==> src/rtl/nibble_serial_adder_pkg.sv <==
// Shared definitions for the nibble-serial adder: FSM encoding, nibble width
// and the 1-bit full-adder helper used to build the ripple chain.
package nibble_serial_adder_pkg;

    localparam int NIB_W = 4;

    typedef enum logic [1:0] {
        ST_IDLE = 2'd0,
        ST_RUN  = 2'd1,
        ST_DONE = 2'd2
    } state_t;

    // One full-adder cell: returns {carry_out, sum}.
    function automatic logic [1:0] full_add(input logic x, input logic y, input logic ci);
        full_add = {(x & y) | (x & ci) | (y & ci), x ^ y ^ ci};
    endfunction

endpackage

==> src/rtl/nibble_serial_adder_nibble_adder_ci.sv <==
// 4-bit ripple-carry adder with carry-in. Also exposes the carry into bit 3,
// which the top level needs to derive signed overflow of the most
// significant nibble.
module nibble_adder_ci
    import nibble_serial_adder_pkg::*;
(
    input  logic [NIB_W-1:0] a,
    input  logic [NIB_W-1:0] b,
    input  logic             ci,
    output logic [NIB_W-1:0] s,
    output logic             co,
    output logic             c3
);

    logic [NIB_W:0] carry_s;

    assign carry_s[0] = ci;

    for (genvar i = 0; i < NIB_W; i++) begin : g_fa
        assign {carry_s[i+1], s[i]} = full_add(a[i], b[i], carry_s[i]);
    end

    assign co = carry_s[NIB_W];
    assign c3 = carry_s[NIB_W-1];

endmodule

==> src/rtl/nibble_serial_adder.sv <==
// Multi-cycle WIDTH-bit adder. Operands are accepted in IDLE, one nibble per
// clock is summed in RUN with a registered carry between nibbles, and the
// result is held in DONE until the consumer takes it.
module nibble_serial_adder
    import nibble_serial_adder_pkg::*;
#(
    parameter int WIDTH = 16
) (
    input  logic             clk,
    input  logic             rst,
    input  logic             in_valid,
    output logic             in_ready,
    input  logic [WIDTH-1:0] a,
    input  logic [WIDTH-1:0] b,
    input  logic             cin,
    output logic             out_valid,
    input  logic             out_ready,
    output logic [WIDTH-1:0] sum,
    output logic             cout,
    output logic             ovf,
    output logic             busy
);

    localparam int NIBBLES = WIDTH / NIB_W;
    localparam int CNT_W   = $clog2(NIBBLES);
    localparam logic [CNT_W-1:0] LAST_NIB = CNT_W'(NIBBLES - 1);

    state_t           state_q;
    logic [WIDTH-1:0] a_sh_q;
    logic [WIDTH-1:0] b_sh_q;
    logic [WIDTH-1:0] sum_sh_q;
    logic             carry_q;
    logic [CNT_W-1:0] nib_cnt_q;
    logic             cout_q;
    logic             ovf_q;

    logic [NIB_W-1:0] nib_sum_s;
    logic             nib_co_s;
    logic             nib_c3_s;

    // The only carry chain in the design: low nibble of each shifter.
    nibble_adder_ci u_nib (
        .a  (a_sh_q[NIB_W-1:0]),
        .b  (b_sh_q[NIB_W-1:0]),
        .ci (carry_q),
        .s  (nib_sum_s),
        .co (nib_co_s),
        .c3 (nib_c3_s)
    );

    // Control FSM together with the operand/result shifters and result flags.
    always_ff @(posedge clk) begin
        if (rst) begin
            state_q   <= ST_IDLE;
            a_sh_q    <= '0;
            b_sh_q    <= '0;
            sum_sh_q  <= '0;
            carry_q   <= 1'b0;
            nib_cnt_q <= '0;
            cout_q    <= 1'b0;
            ovf_q     <= 1'b0;
        end else begin
            case (state_q)
                ST_IDLE: begin
                    if (in_valid) begin
                        a_sh_q    <= a;
                        b_sh_q    <= b;
                        carry_q   <= cin;
                        nib_cnt_q <= '0;
                        state_q   <= ST_RUN;
                    end else begin
                        state_q   <= ST_IDLE;
                    end
                end
                ST_RUN: begin
                    // Nibble results enter from the top so that after NIBBLES
                    // shifts nibble 0 has reached the bottom of the register.
                    sum_sh_q  <= {nib_sum_s, sum_sh_q[WIDTH-1:NIB_W]};
                    a_sh_q    <= {{NIB_W{1'b0}}, a_sh_q[WIDTH-1:NIB_W]};
                    b_sh_q    <= {{NIB_W{1'b0}}, b_sh_q[WIDTH-1:NIB_W]};
                    carry_q   <= nib_co_s;
                    nib_cnt_q <= nib_cnt_q + CNT_W'(1);
                    if (nib_cnt_q == LAST_NIB) begin
                        // Most significant nibble: its carries define the flags.
                        cout_q  <= nib_co_s;
                        ovf_q   <= nib_co_s ^ nib_c3_s;
                        state_q <= ST_DONE;
                    end else begin
                        state_q <= ST_RUN;
                    end
                end
                ST_DONE: begin
                    if (out_ready) begin
                        state_q <= ST_IDLE;
                    end else begin
                        state_q <= ST_DONE;
                    end
                end
                default: begin
                    state_q <= ST_IDLE;
                end
            endcase
        end
    end

    // Handshake flags come from the state register only; in_ready is also
    // held low while reset is asserted.
    assign in_ready  = (state_q == ST_IDLE) && !rst;
    assign out_valid = (state_q == ST_DONE);
    assign busy      = (state_q == ST_RUN);
    assign sum       = sum_sh_q;
    assign cout      = cout_q;
    assign ovf       = ovf_q;

endmodule

==> config.mk <==
export PLATFORM = sky130hd
export DESIGN_NAME = nibble_serial_adder
export DESIGN_NICKNAME = d
export VERILOG_FILES = /design/src/rtl/nibble_serial_adder_pkg.sv /design/src/rtl/nibble_serial_adder_nibble_adder_ci.sv /design/src/rtl/nibble_serial_adder.sv
export SDC_FILE = /design/constraint.sdc
export NUM_CORES = 1
export LEC_CHECK = 0
export ABC_AREA = 1
export BUFFER_PORTS_ARGS = -buffer_cell sky130_fd_sc_hd__clkbuf_2
export CORE_MARGIN = 3
export CORE_UTILIZATION = 40
export CTS_CLUSTER_DIAMETER = 30
export CTS_CLUSTER_SIZE = 40
export DETAILED_ROUTE_END_ITERATION = 12
export PLACE_DENSITY = 0.6
export SYNTH_ARGS = -nofsm -noshare
export SYNTH_HDL_FRONTEND = slang
export SYNTH_SLANG_ARGS = --single-unit
==> constraint.sdc <==
create_clock -name clk -period 2.9 [get_ports clk]
set_input_delay 0.435 -clock clk [delete_from_list [all_inputs] [get_ports clk]]
set_output_delay 0.435 -clock clk [all_outputs]
set_load 0.01 [all_outputs]
# ---- Word-level counts from Yosys, hierarchy flattened
# Cells that the tools add are included.
dict set report op_classes {
  n_mux 12
  eq_ne 4
  add_sub_neg 1
  n_reduce_logical 6
  bitwise_logic 29
}
# cell n
set op_table {}
lappend op_table {{$pmux 16 s2} 2}
lappend op_table {{$mux 16} 2}
lappend op_table {{$and 1x1->1} 12}
lappend op_table {{$xor 1x1->1} 9}
lappend op_table {{$or 1x1->1} 8}
lappend op_table {{$mux 2} 3}
lappend op_table {{$pmux 2 s3} 1}
lappend op_table {{$eq 2x2->1 const B} 2}
lappend op_table {{$pmux 2 s2} 1}
lappend op_table {{$reduce_and 2->1} 2}
lappend op_table {{$add 2x1->2 const B} 1}
lappend op_table {{$eq 2x1->1 const B} 1}
lappend op_table {{$logic_not 2->1} 1}
lappend op_table {{$mux 1} 2}
lappend op_table {{$ne 2x2->1 const B} 1}
lappend op_table {{$pmux 1 s2} 1}
lappend op_table {{$reduce_bool 2->1} 1}
lappend op_table {{$logic_and 1x1->1} 1}
lappend op_table {{$logic_not 1->1} 1}
dict set report word_totals {
  regBits 55
}

# ---- Logic depth before layout (Yosys ltp)
# Gate-level depths: netlist of the first run.
dict set report depth {
  depth_word 13
  ltp_mapped 12
  depth_no_buf 12
}

# ---- By module
# A second synthesis of the first run with hierarchy kept.
dict set report hier_totals {
  hier_cells 401
  hier_area_um2 2602.5
}
# mod area_each_um2 n_inst cells_per_inst
set modules_own_cells {}
lappend modules_own_cells {nibble_serial_adder 2484.9 1 387}
lappend modules_own_cells {nibble_adder_ci 117.6 1 14}

# ---- Worst setup path after synthesis of the first run
# No wires, ideal clock.
dict set report synth_path {
  kind {reg2reg}
  startpoint {reg a_sh_q[0]}
  endpoint {reg ovf_q, in the netlist ovf}
  synth_period_minus_slack_ns 1.976
  t_arrival_ns 1.861
  setup_ns 0.116
  path_stages_with_launch 12
  slack_ns 0.924
  required_ns 2.784
  n_path_buf 0
  cell_sequence {dfxtp_1 -> inv_1 -> fa_1 -> inv_1 -> fa_1 -> fa_1 -> inv_1 -> fa_1 -> inv_1 -> nand2_1 -> a21oi_1 -> nor2_1}
}
dict set report synth_between {
  elab_chain_len 13
  elab_cells_between_ends 17
  classes_between {bitwise: 17}
}
# item line_no
set synth_lines {}
lappend synth_lines {{start: declaration} nibble_serial_adder.sv:29} ;# logic [WIDTH-1:0] a_sh_q;
lappend synth_lines {{start signal: assignment} nibble_serial_adder.sv:79} ;# a_sh_q <= {{NIB_W{1'b0}}, a_sh_q[WIDTH-1:NIB_W]};
lappend synth_lines {{$and 1x1->1} nibble_serial_adder_pkg.sv:15} ;# full_add = {(x & y) | (x & ci) | (y & ci), x ^ y ^ ci};
lappend synth_lines {{$or 1x1->1 * (2 in a row)} nibble_serial_adder_pkg.sv:15}
lappend synth_lines {{$and 1x1->1} nibble_serial_adder_pkg.sv:15}
lappend synth_lines {{$or 1x1->1} nibble_serial_adder_pkg.sv:15}
lappend synth_lines {{$or 1x1->1 *} nibble_serial_adder_pkg.sv:15}
lappend synth_lines {{$and 1x1->1} nibble_serial_adder_pkg.sv:15}
lappend synth_lines {{$or 1x1->1} nibble_serial_adder_pkg.sv:15}
lappend synth_lines {{$or 1x1->1 *} nibble_serial_adder_pkg.sv:15}
lappend synth_lines {{$and 1x1->1} nibble_serial_adder_pkg.sv:15}
lappend synth_lines {{$or 1x1->1 (2 in a row)} nibble_serial_adder_pkg.sv:15}
lappend synth_lines {{$xor 1x1->1 *} nibble_serial_adder.sv:86} ;# ovf_q <= nib_co_s ^ nib_c3_s;
lappend synth_lines {{end signal: assignment} nibble_serial_adder.sv:86}
lappend synth_lines {{end: declaration} nibble_serial_adder.sv:35} ;# logic ovf_q;
# Every way passes the cells marked *; elsewhere a longest branch is shown, timed or not.
# A chain may end at the register's enable or synchronous reset.

# ---- Final worst setup path of the first run
# Ends and elaborated chain as after synthesis.

==> results of run 1 <==
## synthesized netlist by cell type, types with 2 or more instances
cell type	number	share of area [%]
o21ai_1	12	2.4
fa_1	4	3.2
dfxtp_1	55	44
nor2_1	83	13
inv_1	34	5.1
clkbuf_1	8	1.2
buf_6	4	1.8
buf_2	7	1.4
o21ai_0	21	4.2
a21oi_1	16	3.2
buf_4	2	0.60
nand2_1	118	18
## flip-flops by register name, indices dropped and copies added (netlist names)
register   flops
state_q        2
carry_q        1
a_sh_q        16
cout           1
nib_cnt_q      2
b_sh_q        16
sum           16
ovf            1
## per-stage QoR
stage	power (mW)	util [%]	hold slack [ns]	instances	cell area (um^2)
after floorplan	1.07	-	0.444	371	2490
final	1.54	48.0	0.350	493	2860
after global routing	1.65	48.0	0.351	493	2860
after global placement	1.15	46.6	0.454	485	2770
after detailed placement	1.15	46.6	0.456	485	2770
after CTS	1.57	48.0	0.340	493	2860
## power breakdown
part	switching [mW]	total, mW	internal, mW
logic	0.175	0.284	0.109
registers	0.0298	0.846	0.816
clock network	0.244	0.410	0.166
total	0.449	1.54	1.09
## kinds of logic after synthesis
group	Yosys count
AOI/OAI and AO/OA	50
adders and majority gates	5
buffers and inverters	56
DFF	55
and+or+nand+nor	205
## worst max-delay path: stages, from the launching register on
cell and delay [ns]:
dfxtp_1 0.32, inv_1 0.06, fa_1 0.41, inv_1 0.08
fa_1 0.19, fa_1 0.20, inv_1 0.07, fa_1 0.37
inv_1 0.10, nand2_1 0.05, a21oi_1 0.12, nor2_1 0.06
## routing by layer
| metal | vias up | wire [um] | track usage, % |
|---|---|---|---|
| li1 | 1213 | - | - |
| met1 | 937 | 2330 | 17.7 |
| met2 | 42 | 2410 | 25.7 |
| met3 | 5 | 254 | 3.69 |
| met4 | 0 | 55 | 5.76 |
| met5 | - | 0 | 0 |
## final cells by class
cell class	instances	area, um^2
Fill cell	654	3100
Multi-Input combinational cell	260	1140
Sequential cell	55	1100
Timing Repair Buffer	60	308
Inverter	35	131
Tap cell	75	93.8
Clock buffer	5	68.8
Clock inverter	3	15.0
## worst max-delay path by stage
stage / from / to / cells past startpoint
final: a_sh_q[0]$_SDFFE_PP0P_ / ovf$_SDFFE_PP0P_ / 11
after floorplan: a_sh_q[0]$_SDFFE_PP0P_ / ovf$_SDFFE_PP0P_ / 11
after global routing: a_sh_q[0]$_SDFFE_PP0P_ / ovf$_SDFFE_PP0P_ / 11
after global placement: a_sh_q[0]$_SDFFE_PP0P_ / ovf$_SDFFE_PP0P_ / 11
after detailed placement: a_sh_q[0]$_SDFFE_PP0P_ / ovf$_SDFFE_PP0P_ / 11
after CTS: a_sh_q[0]$_SDFFE_PP0P_ / ovf$_SDFFE_PP0P_ / 11
==> results.cfg, run 1 <==
[synth]
synth_compound_gate_area_share_pct = 10.2
syn_avg_cell_area_um2 = 6.70
async_flop_share_pct = 0
syn_nets = 413
synth-xor-area-share_pct = 0
synth_fa_ha_area_share_pct = 3.72
synth.area.mux_share_pct = 0
syn_inst = 371
synth.distinct_cells = 19
synth_top_family_by_area = simple AND/OR/NAND/NOR gates
synth_warnings = 0
seq_area_frac_synth_pct = 44.3
synth_ff_type = dfxtp_1
syn_area_um2 = 2490
synth-edff-count = 0
synth-seq-cells = 55
synthSimpleGateAreaFrac_pct = 31.5

[worst_setup_path]
path_class = reg -> reg
start_kind = register
r2r_end = ovf$_SDFFE_PP0P_
cp_max_fo = 3
worstPathArrival_ns = 2.34
reg2reg_depth = 11
end_kind = register
worstPathRequired_ns = 3.10
regToRegStartpoint = a_sh_q[0]$_SDFFE_PP0P_
r2r_slack_ns = 0.77

[clock_network]
clock_latency_ns = 0.30
cts_made_buffers = 5
cts_tree = yes
ctsHoldBuffers = 0
clock-sinks = 55
postCtsSetupRepairBufs = 0
htreeDepth = 2
cts_root_buf = clkbuf_8
cts_resized = 0
path_clk_slew_ns = 0.10
cts_buffer_depth = 2

[layout]
nNetsFinal = 459
layout_common_cells = nand2_1, nor2_1, clkbuf_2
diodes = 0
layout-drive-gt1-share_pct = 17.5
final_common_cell = nand2_1
syn2layout_area_growth_pct = 14.9

[grt]
grt-ovfl-total = 0
grt_usage_pct = 14.8
antenna_found_initial = 0
grt_pass1_vias = 2031
grt_max_degree = 60
grt_pass1_wl_mm = 8.76

[power_and_ir_drop]
p_leak_nw = 1.43
power.density_nw_per_um2 = 539
vdd_drop_max_mv = 0.202

[hold_path]
min-delay-start = a[15]
hold_depth = 3
hold_class = in -> reg
min_to = a_sh_q[15]$_SDFFE_PP0P_

[placement]
hpwl_mm = 3.43
place_congestion = 0.802
preCtsSetupSlack_ns = 0.807
portBuffers = 57

[timing]
setup_tns_ns = 0
finalHoldViolCount = 0
fin_skew_ns = 0.00509
setup_ws_ns = 0.765
relSlewSlack_pct = 33.7
rsz0062_at_grt = no
setup_violations = 0
maxSlewViolCount = 0
period_needed_ns = 2.13
tightest_slew_ns = 0.991
fmax_ghz = 0.468
finalCritPeriodShare_pct = 73.6

[drt]
postRouteAntennaNets = 0
wl_mm = 5.05
firstDrtPassIters = 4
drc = 0
dr_total_vias = 2197
drt_iter0_markers = 97
routed_via_density = 4.46
post_drt_wl_per_cell_um = 10.3

[floorplanning]
die_width_um = 84.8
die-area_um2 = 7200
fp-row-count = 28
fp.coreArea_um2 = 5960
start_util_pct = 41.7
die_h_um = 84.8
io_pins = 58

[flow_run]
max_cap_violations = 0

[status]
status = finished clean
Power figures use the tool's default switching activity.
==> run 2, diff against run 1 <==
--- a/config.mk
+++ b/config.mk
@@ -12,7 +12,7 @@
 export CTS_CLUSTER_DIAMETER = 30
 export CTS_CLUSTER_SIZE = 40
 export DETAILED_ROUTE_END_ITERATION = 12
-export PLACE_DENSITY = 0.6
+export PLACE_DENSITY = 0.63
 export SYNTH_ARGS = -nofsm -noshare
 export SYNTH_HDL_FRONTEND = slang
 export SYNTH_SLANG_ARGS = --single-unit
==> constraint.sdc (replaced) <==
create_clock -name clk -period 1.8 [get_ports clk]
set_input_delay 0.27 -clock clk [delete_from_list [all_inputs] [get_ports clk]]
set_output_delay 0.27 -clock clk [all_outputs]
set_load 0.01 [all_outputs]
==> run 2 against run 1 <==
Effect of this change: combinational power is 79% higher; core utilization is 3.0 points higher; critical path depth stayed put; clock skew hardly changed; critical endpoint is now cout$_SDFFE_PP0P_; wire length is 3.8% higher; worst setup slack worse by 0.96 ns; the flow now finishes with violations (negative setup slack); maximum frequency is 6.8% higher; flip-flop and latch count stayed put; largest cell class unchanged; hold slack worse by 0.17 ns.
==> results.cfg, run 2 (synthesis results as in run 1) <==
[grt]
grt_util_met2_pct = 27.5
grt_pass1_wl_mm = 9.01
antenna_found_initial = 0
groute.layer.met3.usage_pct = 3.79
grt_max_degree = 60
grtUsageMet1_pct = 17.7
grt_usage_pct = 15.2
grt-busiest-layer = met2
grt_pass1_vias = 2083
grt-ovfl-total = 0

[layout]
nNetsFinal = 468
multi_input_area_um2 = 1160
finish.utilization_pct = 51.0
fillers = 634
layout-drive-gt1-share_pct = 22.7
syn2layout_area_growth_pct = 22.1
fin_area_um2 = 3040
diodes = 0
final_common_cell = nand2_1
layout_common_cells = nand2_1, nor2_1, clkbuf_2
register_area_um2 = 1100

[worst_setup_path]
crit_buf_inv = 5
worstPathRequired_ns = 2.05
cp_max_fo = 3
start_kind = register
crit_chain = inv_2, fa_2, inv_2, fa_2, fa_2, inv_2, fa_2, inv_2, buf_4, nand2_1, a21oi_2
critPathLaunch = a_sh_q[0]$_SDFFE_PP0P_
end_kind = register
regToRegStartpoint = a_sh_q[0]$_SDFFE_PP0P_
cpPeakStageDelay_ns = 0.38
worstPathArrival_ns = 2.25
cp_top_family = adder cells
path_class = reg -> reg
cpMaxStageDelayCell = fa_2

[placement]
portBuffers = 57
dpl_cell_area_um2 = 2860
place_congestion = 0.725
hpwl_mm = 3.53

[drt]
firstDrtPassIters = 4
drc = 0
drt_iter0_markers = 80
dr_total_vias = 2235
routed_via_density = 4.45
post_drt_wl_per_cell_um = 10.4
wl_mm = 5.25
postRouteAntennaNets = 0

[clock_network]
cts_made_buffers = 5
path_clk_slew_ns = 0.10
cts_root_buf = clkbuf_8
clock_latency_ns = 0.31
htreeDepth = 2
cts_tree = yes
cts_buffer_depth = 2
clock-sinks = 55
ctsHoldBuffers = 0

[hold_path]
hold_class = in -> reg
min-delay-start = a[15]

[timing]
setup_ws_ns = -0.198
period_needed_ns = 2.00
setup_violations = 4
fmax_ghz = 0.501
setup_tns_ns = -0.760
fin_skew_ns = 0.00502
relSlewSlack_pct = 82.3
maxSlewViolCount = 0
rsz0062_at_grt = yes
finalCritPeriodShare_pct = 111
finalHoldViolCount = 0
tightest_slew_ns = 0.266

[floorplanning]
start_util_pct = 41.7
die_h_um = 84.8
die_width_um = 84.8
die-area_um2 = 7200
io_pins = 58
fp.coreArea_um2 = 5960
fp-row-count = 28

[status]
violations = negative setup slack
status = finished, violations left

[power_and_ir_drop]
p_leak_nw = 1.49
power.density_nw_per_um2 = 935
vdd_drop_max_mv = 0.611

[flow_run]
max_cap_violations = 0
-- run 2: cell count changes in the layout (fill, tap and decap cells not counted), sizes merged --
cell,before,now
clkinvlp,0,1
bufinv,0,2
clkinv,3,0
buf,3,12
-- run 2: repair_timing --
item | 4_1_cts | 5_1_grt
resized for setup | 5 | 3
buffers inserted | 2 | 2
pin swaps | 1 | 0
endpoints found under the setup margin | 4 | 5
-- run 2: cell type report --
type | instances | share of cell area [%]
repair buffers | 69 | 13.6
clock buffers | 5 | 2.27
inverters | 35 | 4.33
multi-input cells | 260 | 38.1
well taps | 75 | 3.09
clock inverters | 3 | 2.23
flip-flops and latches | 55 | 36.4
-- run 2: worst register-to-register path: stages, from the launching register on --
cell and delay [ns]:
dfxtp_2 0.33, inv_2 0.04, fa_2 0.38, inv_2 0.06
fa_2 0.19, fa_2 0.20, inv_2 0.05, fa_2 0.35
inv_2 0.08, buf_4 0.10, nand2_1 0.05, a21oi_2 0.11
-- run 2: metrics by stage --
step / setup slack, ns / power [mW] / hold slack (ns) / instances
6_report: -0.198 / 2.84 / 0.184 / 502
5_1_grt: -0.325 / 3.01 / 0.186 / 502
3_3_place_gp: -0.141 / 1.88 / 0.452 / 490
2_1_floorplan: -0.0960 / 1.74 / 0.415 / 371
4_1_cts: -0.197 / 2.87 / 0.178 / 500
3_5_place_dp: -0.216 / 1.89 / 0.456 / 490
-- run 2: power breakdown --
group | internal (mW) | switching, mW
registers | 1.32 | 0.0506
logic | 0.211 | 0.296
clock network | 0.555 | 0.409
total | 2.08 | 0.756
-- run 2: metal layers --
| metal | part of all wire [%] | wire (um) |
|---|---|---|
| met2 | 49 | 2600 |
| met3 | 6.0 | 314 |
| met5 | 0 | 0 |
| met4 | 1.1 | 59 |
| met1 | 43 | 2280 |
-- run 2: path summary, 6_finish.rpt --
path | end | slack (ns) | cells after the start
max reg2reg | cout$_SDFFE_PP0P_ | -0.20 | 11
min reg2reg | a_sh_q[15]$_SDFFE_PP0P_ | 0.47 | 2
min | a_sh_q[15]$_SDFFE_PP0P_ | 0.18 | 3
max | cout$_SDFFE_PP0P_ | -0.20 | 11
